--- src/rtl/score_tally_feed.sv ---
// score_tally_feed
//   Producer side of the on-screen number display. Tallies classification
//   results (label vs. predicted digit) into tested/correct counters. Once per
//   frame it snapshots the counters, runs a fixed-latency restoring divide to
//   get floor(correct*100/tested), and latches a consistent set of three
//   print values for the text-draw block.
//
// Ports:
//   CLOCK_50         in   system clock
//   RST              in   synchronous reset, active-high
//   result_valid     in   strobe: result_label/result_pred are valid
//   result_label     in   [3:0] expected digit
//   result_pred      in   [3:0] predicted digit
//   clear            in   synchronous run restart (zeroes all, aborts divide)
//   frame_sync       in   one-cycle pulse in vertical blank, starts an update
//   print_val_total  out  [12:0] latched tested count
//   print_val_pct    out  [7:0]  latched accuracy percentage 0..100
//   print_val_last   out  [7:0]  latched last prediction, zero-extended
//   busy             out  update sequence in progress
//   done             out  tested count has reached TEST_COUNT
module score_tally_feed #(
  parameter int TEST_COUNT = 4992,
  parameter int DIV_BITS   = 20
) (
  input  logic        CLOCK_50,
  input  logic        RST,
  input  logic        result_valid,
  input  logic [3:0]  result_label,
  input  logic [3:0]  result_pred,
  input  logic        clear,
  input  logic        frame_sync,
  output logic [12:0] print_val_total,
  output logic [7:0]  print_val_pct,
  output logic [7:0]  print_val_last,
  output logic        busy,
  output logic        done
);

  localparam int CW = $clog2(DIV_BITS + 1);

  typedef enum logic [1:0] {IDLE, LOAD, DIV, WRITE} state_t;

  state_t              state_reg;
  logic [12:0]         tested_reg, tested_next;
  logic [12:0]         correct_reg, correct_next;
  logic [3:0]          last_reg, last_next;
  logic                accept;

  logic [12:0]         snap_tested_reg;
  logic [12:0]         snap_correct_reg;
  logic [3:0]          snap_last_reg;

  // quot_reg starts as the dividend; each step shifts its MSB into the
  // remainder and shifts the new quotient bit in at the bottom, so after
  // DIV_BITS steps it holds the full quotient.
  logic [DIV_BITS-1:0] quot_reg;
  logic [12:0]         divisor_reg;
  logic [12:0]         rem_reg;
  logic [CW-1:0]       iter_reg;

  logic [13:0]         rem_shift;
  logic                q_bit;
  logic [12:0]         rem_new;

  // Counting path. The next-state values are also what a frame_sync snapshot
  // captures, so a result accepted on the same edge is included.
  always_comb begin
    accept       = result_valid && (tested_reg < 13'(TEST_COUNT));
    tested_next  = tested_reg;
    correct_next = correct_reg;
    last_next    = last_reg;
    if (accept) begin
      tested_next = tested_reg + 13'd1;
      if (result_label == result_pred)
        correct_next = correct_reg + 13'd1;
      last_next = result_pred;
    end
  end

  // One restoring-divide step. The remainder stays below the divisor, so the
  // subtraction result always fits 13 bits; with a zero divisor the result is
  // discarded at WRITE, so the truncation there is harmless.
  always_comb begin
    rem_shift = {rem_reg, quot_reg[DIV_BITS-1]};
    q_bit     = (rem_shift >= {1'b0, divisor_reg});
    rem_new   = q_bit ? 13'(rem_shift - {1'b0, divisor_reg}) : rem_shift[12:0];
  end

  always_ff @(posedge CLOCK_50) begin
    if (RST || clear) begin
      state_reg        <= IDLE;
      tested_reg       <= '0;
      correct_reg      <= '0;
      last_reg         <= '0;
      snap_tested_reg  <= '0;
      snap_correct_reg <= '0;
      snap_last_reg    <= '0;
      quot_reg         <= '0;
      divisor_reg      <= '0;
      rem_reg          <= '0;
      iter_reg         <= '0;
      print_val_total  <= '0;
      print_val_pct    <= '0;
      print_val_last   <= '0;
      busy             <= 1'b0;
      done             <= 1'b0;
    end else begin
      tested_reg  <= tested_next;
      correct_reg <= correct_next;
      last_reg    <= last_next;
      done        <= (tested_next == 13'(TEST_COUNT));

      case (state_reg)
        IDLE: begin
          if (frame_sync) begin
            snap_tested_reg  <= tested_next;
            snap_correct_reg <= correct_next;
            snap_last_reg    <= last_next;
            busy             <= 1'b1;
            state_reg        <= LOAD;
          end
        end
        LOAD: begin
          quot_reg    <= DIV_BITS'(snap_correct_reg) * DIV_BITS'(7'd100);
          divisor_reg <= snap_tested_reg;
          rem_reg     <= '0;
          iter_reg    <= '0;
          state_reg   <= DIV;
        end
        DIV: begin
          quot_reg <= {quot_reg[DIV_BITS-2:0], q_bit};
          rem_reg  <= rem_new;
          iter_reg <= iter_reg + CW'(1);
          if (iter_reg == CW'(DIV_BITS - 1))
            state_reg <= WRITE;
        end
        WRITE: begin
          print_val_total <= snap_tested_reg;
          print_val_pct   <= (snap_tested_reg == 13'd0) ? 8'd0 : quot_reg[7:0];
          print_val_last  <= {4'd0, snap_last_reg};
          busy            <= 1'b0;
          state_reg       <= IDLE;
        end
        default: state_reg <= IDLE;
      endcase
    end
  end

endmodule
--- config.mk ---
export PLATFORM = sky130hd
export DESIGN_NAME = score_tally_feed
export DESIGN_NICKNAME = d
export VERILOG_FILES = /design/src/rtl/score_tally_feed.sv
export SDC_FILE = /design/constraint.sdc
export NUM_CORES = 1
export LEC_CHECK = 0
export ABC_AREA = 1
export ABC_CLOCK_PERIOD_IN_PS = 8200
export CORE_ASPECT_RATIO = 0.5
export CORE_MARGIN = 3
export CORE_UTILIZATION = 39
export CTS_BUF_LIST = sky130_fd_sc_hd__clkbuf_16
export DETAILED_ROUTE_END_ITERATION = 6
export MAX_ROUTING_LAYER = met4
export PLACE_DENSITY = 0.56
export SLEW_MARGIN = 20
export SYNTH_ARGS = -nofsm -noshare
export SYNTH_HDL_FRONTEND = slang
export SYNTH_SLANG_ARGS = --single-unit
--- constraint.sdc ---
create_clock -name CLOCK_50 -period 8.2 [get_ports CLOCK_50]
set_input_delay 0.82 -clock CLOCK_50 [delete_from_list [all_inputs] [get_ports CLOCK_50]]
set_output_delay 0.82 -clock CLOCK_50 [all_outputs]
set_load 0.05 [all_outputs]
# Yosys cells after proc, flatten, opt, wreduce, memory -nomap -nowiden
# Cells that the tools add are included.
# word_totals
in_bits	13
out_inout_bits	31
mem_bits_rw	0
latchBits	0
memories	0
register_bits	140
wordCells	54
rom_bits	0
# classes
n_mul	1
muxes	14
reduce_logical	9
magnitude_cmp	2
div_mod_pow	0
n_eq_ne	8
bitwise_logic	0
n_addsub	4
n_shift	0
# ops
cell	n
13-bit 2-to-1 mux	4
20-bit case mux with 2 select lines	1
13-bit by 1-bit adder with 13-bit output (second input constant)	2
13-bit case mux with 2 select lines	1
13-bit by 5-bit multiplier with 18-bit output (second input constant)	1
14-bit by 13-bit >= comparator with 1-bit output	1
13-bit == test (second input constant)	1
13-bit zero test	1
13-bit less-than comparator (second input constant)	1
13-bit subtractor	1
5-bit case mux with 2 select lines	1
8-bit 2-to-1 mux	1
2-bit case mux with 4 select lines	1
2-bit AND reduction	3
5-bit by 1-bit adder with 5-bit output (second input constant)	1
5-bit == test (second input constant)	1
2-bit == test (second input constant)	2
4-bit == test	1
2-bit 2-to-1 mux	2
4-bit 2-to-1 mux	1
2-bit inequality test (second input constant)	2
2-bit nonzero test	2
2-bit by 1-bit == test with 1-bit output (second input constant)	1
2-bit zero test	1
4 further kinds	4

# Logic depth before layout (Yosys ltp)
# Gate-level depths: netlist (run 1).
# logic_depth
word_depth	4
depth_mapped	15
mapped_depth_nobuf	15

# Worst setup path after synthesis (run 1)
# Ideal clock, no wire load.
# synth_timing
path_kind	register -> register
startpoint	register snap_correct_reg[2]
endpoint	register quot_reg[13]
stages_incl_launch_ff	14
arrival_time_ps	2589
t_required_ps	8068
setup_slack_ps	5479
period_less_slack_ps	2721
setup_time_ps	132
n_path_buf	0
cell_sequence	dfxtp_1 -> ha_1 -> ha_1 -> fa_1 -> ha_1 -> a21oi_1 -> nand2_1 -> nand2_1 -> nand2_1 -> nand3_1 -> nand2_1 -> or2_2 -> nand3_1 -> a21oi_1
# synth_between
elab_chain_len	2
# synth_lines
item	line	source
from (decl)	50	logic [12:0] snap_correct_reg;
from (signal assigned)	117	snap_correct_reg <= correct_next;
13-bit by 5-bit multiplier with 18-bit output	124	quot_reg <= DIV_BITS'(snap_correct_reg) * DIV_BITS'(7'd100);
20-bit case mux with 2 select lines	113	case (state_reg)
to (signal assigned)	124	
to (signal assigned)	131	quot_reg <= {quot_reg[DIV_BITS-2:0], q_bit};
to (decl)	56	logic [DIV_BITS-1:0] quot_reg;
# No other way between the ends.
# A chain may end at the register's enable or synchronous reset.

# Worst setup path after layout (run 1)
# layout_timing
startpoint	register snap_correct_reg[6]
endpoint	register quot_reg[19]
# Same word-level chain as after synthesis.

==> results of run 1 <==
==> metrics by stage <==
stage / util [%] / power [W] / hold WS [ns] / instances
3_5_place_dp: 43.7 / 0.000952 / 0.453 / 1432
3_3_place_gp: 43.7 / 0.000950 / 0.452 / 1432
4_1_cts: 46.4 / 0.00167 / 0.462 / 1464
5_1_grt: 46.4 / 0.00173 / 0.485 / 1464
6_report: 46.4 / 0.00165 / 0.462 / 1464
2_1_floorplan: - / 0.000897 / 0.435 / 1167
==> layout make-up <==
cell class / count / area (sq um)
Fill cell: 2062 / 10800
Inverter: 180 / 684
Sequential cell: 140 / 2800
Multi-Input combinational cell: 803 / 4570
Tap cell: 266 / 333
Clock buffer: 17 / 425
Clock inverter: 15 / 115
Timing Repair Buffer: 43 / 420
==> routing by layer <==
layer | vias up | wire length, um | global-route usage [%]
li1 | 3809 | - | -
met1 | 3386 | 10700 | 27.1
met2 | 114 | 9020 | 29.3
met3 | 12 | 822 | 3.77
met4 | 0 | 118 | 3.63
met5 | - | 0 | -
==> worst max-delay path, stage by stage (launching register included) <==
cell and delay (ns):
sky130_fd_sc_hd__dfxtp_1 0.42, sky130_fd_sc_hd__ha_1 0.27, sky130_fd_sc_hd__ha_1 0.28, sky130_fd_sc_hd__inv_1 0.05, sky130_fd_sc_hd__fa_1 0.49, sky130_fd_sc_hd__inv_1 0.04
sky130_fd_sc_hd__ha_1 0.35, sky130_fd_sc_hd__a21oi_1 0.29, sky130_fd_sc_hd__nor2_1 0.07, sky130_fd_sc_hd__nor2_1 0.17, sky130_fd_sc_hd__inv_1 0.06, sky130_fd_sc_hd__a21oi_1 0.16
sky130_fd_sc_hd__nand2_1 0.07, sky130_fd_sc_hd__nand2_1 0.06, sky130_fd_sc_hd__nand3_1 0.07, sky130_fd_sc_hd__a21oi_1 0.15
==> final timing paths <==
check                              endpoint  slack [ns]  depth (start not counted)
max               quot_reg[19]$_SDFFE_PP0P_        5.12                         15
min reg2reg  print_val_last[3]$_SDFFE_PP0P_        0.46                          2
max reg2reg       quot_reg[19]$_SDFFE_PP0P_        5.12                         15
min          print_val_last[3]$_SDFFE_PP0P_        0.46                          2
==> power by group <==
group | leakage [nW] | total, W | switching [W] | internal, W
combinational | 2.86 | 0.000230 | 0.000158 | 0.0000724
clock | 0.246 | 0.000711 | 0.000321 | 0.000389
sequential | 1.13 | 0.000707 | 0.0000141 | 0.000693
==> synthesized netlist by cell type (5+ instances only) <==
cell,instances,area (sq um)
sky130_fd_sc_hd__nand2_2,5,31.3
sky130_fd_sc_hd__o21bai_1,6,45.0
sky130_fd_sc_hd__a21oi_1,97,485
sky130_fd_sc_hd__o21ai_0,63,315
sky130_fd_sc_hd__xor2_1,20,175
sky130_fd_sc_hd__nand3_1,82,410
sky130_fd_sc_hd__nor3_1,12,60.1
sky130_fd_sc_hd__clkbuf_1,25,93.8
sky130_fd_sc_hd__nand4_1,25,156
sky130_fd_sc_hd__buf_4,5,37.5
sky130_fd_sc_hd__dfxtp_1,140,2800
sky130_fd_sc_hd__ha_1,64,801
sky130_fd_sc_hd__nand2_1,275,1030
sky130_fd_sc_hd__a31oi_1,9,56.3
sky130_fd_sc_hd__fa_1,9,180
sky130_fd_sc_hd__nor2_1,71,267
sky130_fd_sc_hd__xnor2_1,7,61.3
sky130_fd_sc_hd__o211ai_1,13,97.6
sky130_fd_sc_hd__buf_2,8,40.0
sky130_fd_sc_hd__inv_1,175,657
==> logic make-up after synthesis <==
group / count (synthesis) / synth area share [%]
mux: 4 / 0.484
simple gates: 495 / 26.4
other cells: 1 / 0.0453
flops: 140 / 33.9
compound gates: 200 / 13.3
fa+ha+maj: 73 / 11.9
buf+inv: 224 / 11.2
xor+xnor: 27 / 2.86
==> results summary, run 1 <==
Relative to the synthesized area, the layout overhead comes to 13.0%. The register bit count reported by yosys is 140. Setup repair after global routing left no endpoint under its margin. Detailed placement finished with a half-perimeter wire length of about 15000 um. The number of clock buffers inserted by TritonCTS is 17. The achievable clock frequency is between 300 and 400 MHz. The total cell area at the placement stage is a little under 9000 sq um.

The weighted congestion at the end of routability-driven global placement came out at slightly below 0.9. The final period demand of the worst path is 3.08 ns. The die covers ~23000 sq um. The total global routing track utilization is between 15 and 20%.

Setup violations remaining at the end of the flow were counted as 0. The reported leakage power came out at 4.24 nW. The setup slack at placement came out at roughly 5 ns. The setup path with the least slack is of type reg -> reg. Once layout is done, the placed cells without fillers occupy 9350 sq um. Post-CTS repair changed the size of 0 cells. The share of synthesized flip-flops with an asynchronous set or reset is 0%. The area of the placeable core came out at 20100 sq um. The number of failing hold endpoints at the final stage is 0. In this run the power density over the cells is ~180 nW/um^2. TritonCTS built the clock tree.

The I/O pin count came out at 44. The register with the most flip-flops in the layout has 20 of them. The detail route stage leaves a number of antenna-violating nets equal to 0. The number of antenna violations at the first check in global routing came out at 0. The gate count of the mapped netlist came out at 1164. STA classifies the critical path endpoint as a flop. The floorplan step set the die height to around 110 um. The worst hold path belongs to the class reg -> reg. The number of buffers inserted by port buffering came out at 39. The post-detailed-route DRC marker count came out at 0.

The number of clock sinks seen by CTS came out at 140. The via count normalized by instance count is 5.00. The cell row count came out at 36. The width of the chip is 212 um. The total count of max-transition violations in the final report came out at 0.

The number of max-cap violations is 0. The flow ran to the end, and the final reports show no timing, DRC or antenna violations. After routing, the total negative slack on setup checks comes to 0 ns. During synthesis, Yosys emitted a total of 0 warnings. The worst-path maximum fanout is 5. Setup slack on the critical path of the routed design comes to just over 5 ns. The startpoint identified for the worst hold timing path is print_val_last[3]$_SDFFE_PP0P_.

For this run, the leading register cell type out of synthesis is sky130_fd_sc_hd__dfxtp_1. The number of different library cells used by synthesis comes to 48. The number of global-route vias before repair came out at 6799.

The library cells used most frequently in the layout, excluding fill and tap cells, are 275 x sky130_fd_sc_hd__nand2_1, 174 x sky130_fd_sc_hd__inv_1, 140 x sky130_fd_sc_hd__dfxtp_1. In the final routed layout, each cell accounts on average for around 14 um. The launch instance of the worst register-to-register path is snap_correct_reg[6]$_SDFFE_PP0P_. The total overflow left after global routing is 0. The worst clock skew came out at between 0.015 and 0.02 ns. CTS placed an instance of sky130_fd_sc_hd__clkbuf_16 at the clock tree root. Counting flops with a built-in enable in the synthesized netlist gives 0. The number of buffers inserted by post-CTS setup repair came out at 0. The post-route clock period utilization came out at a little under two fifths. The final route contains between 7000 and 8000 vias. Hold repair after CTS inserted 0 buffers. The diode insertion count for antenna repair is 0. The register clock-pin slew on the reported worst setup and hold paths is ~0.07 ns. The total routed wirelength is 20700 um.

The initial utilization of the core area, before any placement, comes to a little over 40%. The mapped netlist covers ~8300 sq um. The maximum clock path buffer count is 2. Leaving out fill and tap cells, the most frequent cell in the layout is sky130_fd_sc_hd__nand2_1. The count of TritonRoute iterations in the first routing pass is 5.

The DRC marker count from the first detailed-route iteration is roughly 460. The critical path starts at snap_correct_reg[6]$_SDFFE_PP0P_. The latest clock arrival within the worst-skew pair came out at between 0.4 and 0.5 ns. The first-pass GRT wire length is ~35000 um. The worst setup path is launched from a flop. STA puts the critical path data arrival time at approximately 3.4 ns.

The pin count of the biggest net entering global routing is 70. The worst endpoint required time is ~8.5 ns. The fraction of final layout cells with drive strength greater than 1 came out at under 10%. The synthesized area divided by synthesized cell count came out at between 7 and 8 sq um.

For this run, the post-layout net count is between 1000 and 1500. The CTS H-tree depth is 4. IR analysis of the VDD net gives a maximum drop of 0.134 mV.

The transition at the pin with the smallest max-transition slack came out at 1.06 ns. The sequential element share of the synthesized area came out at between 30% and 40%. The remaining max-slew budget at the tightest pin came out at approximately 29%.
Note: power is estimated with default switching activity, not from simulation.
==> run 2, diff against run 1 <==
Settings changed: ABC_CLOCK_PERIOD_IN_PS 8200 to 2900.
Clock period 8.2 ns to 2.9 ns, I/O delays scaled along.
==> results summary, run 2 (same netlist as run 1, synthesis figures left out) <==
The number of vias after detailed routing is 7378 (+0.78%). The number of clock sinks seen by CTS came out at 140 (unchanged). The reported leakage power is 4.39 nW (+3.5%). The latest clock arrival within the worst-skew pair is 0.41 ns (about the same). The number of hold buffers added after CTS was 0 (unchanged). The critical path data arrival time is 3.03 ns (-0.40 ns). The post-detailed-route DRC marker count came out at 0 (unchanged). The total count of max-transition violations in the final report is 0 (unchanged). The power per unit of standard cell area is 519 nW/um^2 (+190%). The cell row count is 36 (unchanged). The overflow left after global routing was 0 (unchanged). The I/O pin count came out at 44 (unchanged). The endpoint type of the worst setup path is a flop. The count of TritonRoute iterations in the first routing pass is 5 (unchanged). The root buffer cell chosen for the clock tree is sky130_fd_sc_hd__clkbuf_16.

The top cell types in the final layout, fill and taps aside, are 273 x sky130_fd_sc_hd__nand2_1, 177 x sky130_fd_sc_hd__inv_1, 132 x sky130_fd_sc_hd__dfxtp_1. The library cell used most frequently in the layout, excluding fill and tap cells, is sky130_fd_sc_hd__nand2_1. The worst endpoint required time is 3.17 ns (-5.37 ns). The number of global-route vias before repair is 7013 (+3.1%). The achievable clock frequency is 363 MHz (+12%). The met2 capacity usage during global routing came out at 29.1% (-0.16 points). The routed length per instance came out at 14.4 um (+1.7%).

The pin count of the biggest net entering global routing was 69 (-1.4%). The area growth from synthesis to layout is 17.3%. The setup TNS after final layout came out at 0 ns (unchanged). The HPWL after detailed placement came to 15700 um (+3.0%). The worst clock skew came to 0.00876 ns (-0.00731 ns).

The transition at the pin with the smallest max-transition slack came out at 0.649 ns (-0.415 ns). The worst-path maximum fanout is 4 (-1). The weighted congestion at the end of routability-driven global placement came out at 0.891 (about the same). The worst setup path is launched from a flop. The number of inserted filler cells in the final layout came out at 2011 (-2.5%). The number of nets in the finished design was 1288 (+1.3%). The flip-flop count of the largest register, all copies and words added came out at 20 (unchanged). The number of buffers inserted by port buffering was 39 (unchanged).

The area of the placeable core was 20100 sq um (unchanged). The total power draw is 0.00504 W (+210%). The width of the chip is 212 um (unchanged).

The critical path in this run is classified as reg -> reg. The fraction of met1 tracks used by global routing came out at 27.1% (-0.043 points). The post-route clock period utilization was 95.0% (+57 points). The layer flagged by global routing as most heavily used is met2. The flow ran to the end, and the final reports show no timing, DRC or antenna violations. The count of nets left with antenna violations after detail routing came out at 0 (unchanged). The fraction of final layout cells with drive strength greater than 1 is 8.89% (+3.3 points). The number of clock buffers inserted by TritonCTS is 17 (unchanged). The total routed wirelength came out at 21300 um (+2.8%). The diode insertion count for antenna repair is 0 (unchanged).

The first-pass GRT wire length came to 34700 um (+0.18%). The final setup violation count is 0 (unchanged). The CTS H-tree depth is 4 (unchanged).

The final period demand of the worst path came out at 2.75 ns (-0.329 ns). The DRC marker count from the first detailed-route iteration is 509 (+12%). The number of antenna violations at the first check in global routing is 0 (unchanged). The register clock-pin slew on the reported worst setup and hold paths is 0.06 ns (about the same). The initial core utilization came out at 41.1% (unchanged). The number of gates resized after cts is 0 (unchanged). The number of failing hold endpoints at the final stage is 0 (unchanged). The worst supply voltage drop on vdd was 0.296 mV (+120%). The met3 demand-to-capacity share in global routing is 3.33% (-0.43 points). The remaining max-slew budget at the tightest pin came out at 56.7% (+28 points).

The via count normalized by instance count is 4.98 (-0.38%). Setup repair after global routing could not meet its margin everywhere. The number of buffers inserted by post-CTS setup repair is 0 (unchanged).

The maximum clock path buffer count is 2 (unchanged). The vertical extent of the die came out at 109 um (unchanged). The number of max-cap violations came out at 0 (unchanged). The die area is 23100 sq um (unchanged). The total global routing track utilization is 19.2% (-0.11 points).

The clock tree from TritonCTS is yes. In this run the worst hold path is classified as reg -> reg.
==> run 2: cell types whose count changed in the layout (fill, tap and decap cells not counted), moves of 3 or more <==
cell                         before  now
sky130_fd_sc_hd__a21oi_1         97   92
sky130_fd_sc_hd__bufinv_16        0    4
sky130_fd_sc_hd__dfxtp_2          0    8
sky130_fd_sc_hd__buf_4            4   20
sky130_fd_sc_hd__dfxtp_1        140  132
sky130_fd_sc_hd__ha_4             0    7
sky130_fd_sc_hd__clkinvlp_4       6    2
sky130_fd_sc_hd__ha_1            64   56
sky130_fd_sc_hd__inv_1          174  177
sky130_fd_sc_hd__a21oi_2          3    7
==> run 2: cell type report <==
| class | instances | area [sq um] | area share [%] |
|---|---|---|---|
| Clock buffer | 17 | 425 | 4.38 |
| Clock inverter | 15 | 195 | 2.01 |
| Inverter | 180 | 684 | 7.05 |
| Multi-Input combinational cell | 803 | 4700 | 48.4 |
| Sequential cell | 140 | 2810 | 29.0 |
| Tap cell | 266 | 333 | 3.43 |
| Timing Repair Buffer | 60 | 561 | 5.77 |
==> run 2: metal layers <==
layer / share of wire [%] / vias to the layer above / wire length [um]
li1: - / 3838 / -
met1: 53 / 3425 / 11300
met2: 43 / 105 / 9150
met3: 3.1 / 10 / 665
met4: 0.64 / 0 / 136
met5: 0 / - / 0
==> run 2: path summary, 6_finish.rpt <==
kind,startpoint,endpoint,slack [ns],cells past startpoint
worst max-delay path,snap_correct_reg[5]$_SDFFE_PP0P_,quot_reg[12]$_SDFFE_PP0P_,0.15,12
worst min-delay path,print_val_total[12]$_SDFFE_PP0P_,print_val_total[12]$_SDFFE_PP0P_,0.46,2
worst max register to register,snap_correct_reg[5]$_SDFFE_PP0P_,quot_reg[12]$_SDFFE_PP0P_,0.15,12
worst min register to register,print_val_total[12]$_SDFFE_PP0P_,print_val_total[12]$_SDFFE_PP0P_,0.46,2
==> run 2: power breakdown <==
part | total, W | internal, W | switching [W]
clock network | 0.00231 | 0.00144 | 0.000872
registers | 0.00200 | 0.00196 | 0.0000381
logic | 0.000727 | 0.000250 | 0.000477
total | 0.00504 | 0.00365 | 0.00139
==> run 2: through the flow <==
| stage | instances | utilization [%] | cell area, sq um | setup WS [ns] | hold WS, ns |
|---|---|---|---|---|---|
| floorplan | 1167 | - | 8290 | 0.179 | 0.435 |
| global placement | 1449 | 44.4 | 8950 | 0.111 | 0.453 |
| detailed placement | 1449 | 44.4 | 8950 | 0.0351 | 0.453 |
| CTS | 1481 | 47.5 | 9570 | 0.0178 | 0.467 |
| global route | 1481 | 48.2 | 9710 | -0.0184 | 0.485 |
| finish | 1481 | 48.2 | 9710 | 0.145 | 0.461 |
==> run 2: critical path: stages, from the launching register on <==
cell and delay, ns:
sky130_fd_sc_hd__dfxtp_2 0.34, sky130_fd_sc_hd__ha_1 0.31, sky130_fd_sc_hd__ha_1 0.29, sky130_fd_sc_hd__inv_1 0.05, sky130_fd_sc_hd__fa_1 0.49, sky130_fd_sc_hd__inv_1 0.04, sky130_fd_sc_hd__ha_2 0.34, sky130_fd_sc_hd__nand2_1 0.11
sky130_fd_sc_hd__nor2_1 0.15, sky130_fd_sc_hd__a21oi_1 0.10, sky130_fd_sc_hd__or2_2 0.28, sky130_fd_sc_hd__nand3_1 0.07, sky130_fd_sc_hd__a31oi_1 0.07
==> run 3, diff against run 2 <==
Settings changed: CTS_CLUSTER_SIZE set to 10.
==> results of run 3 <==
Final layout, timing and power as in run 2 (identical DEF).
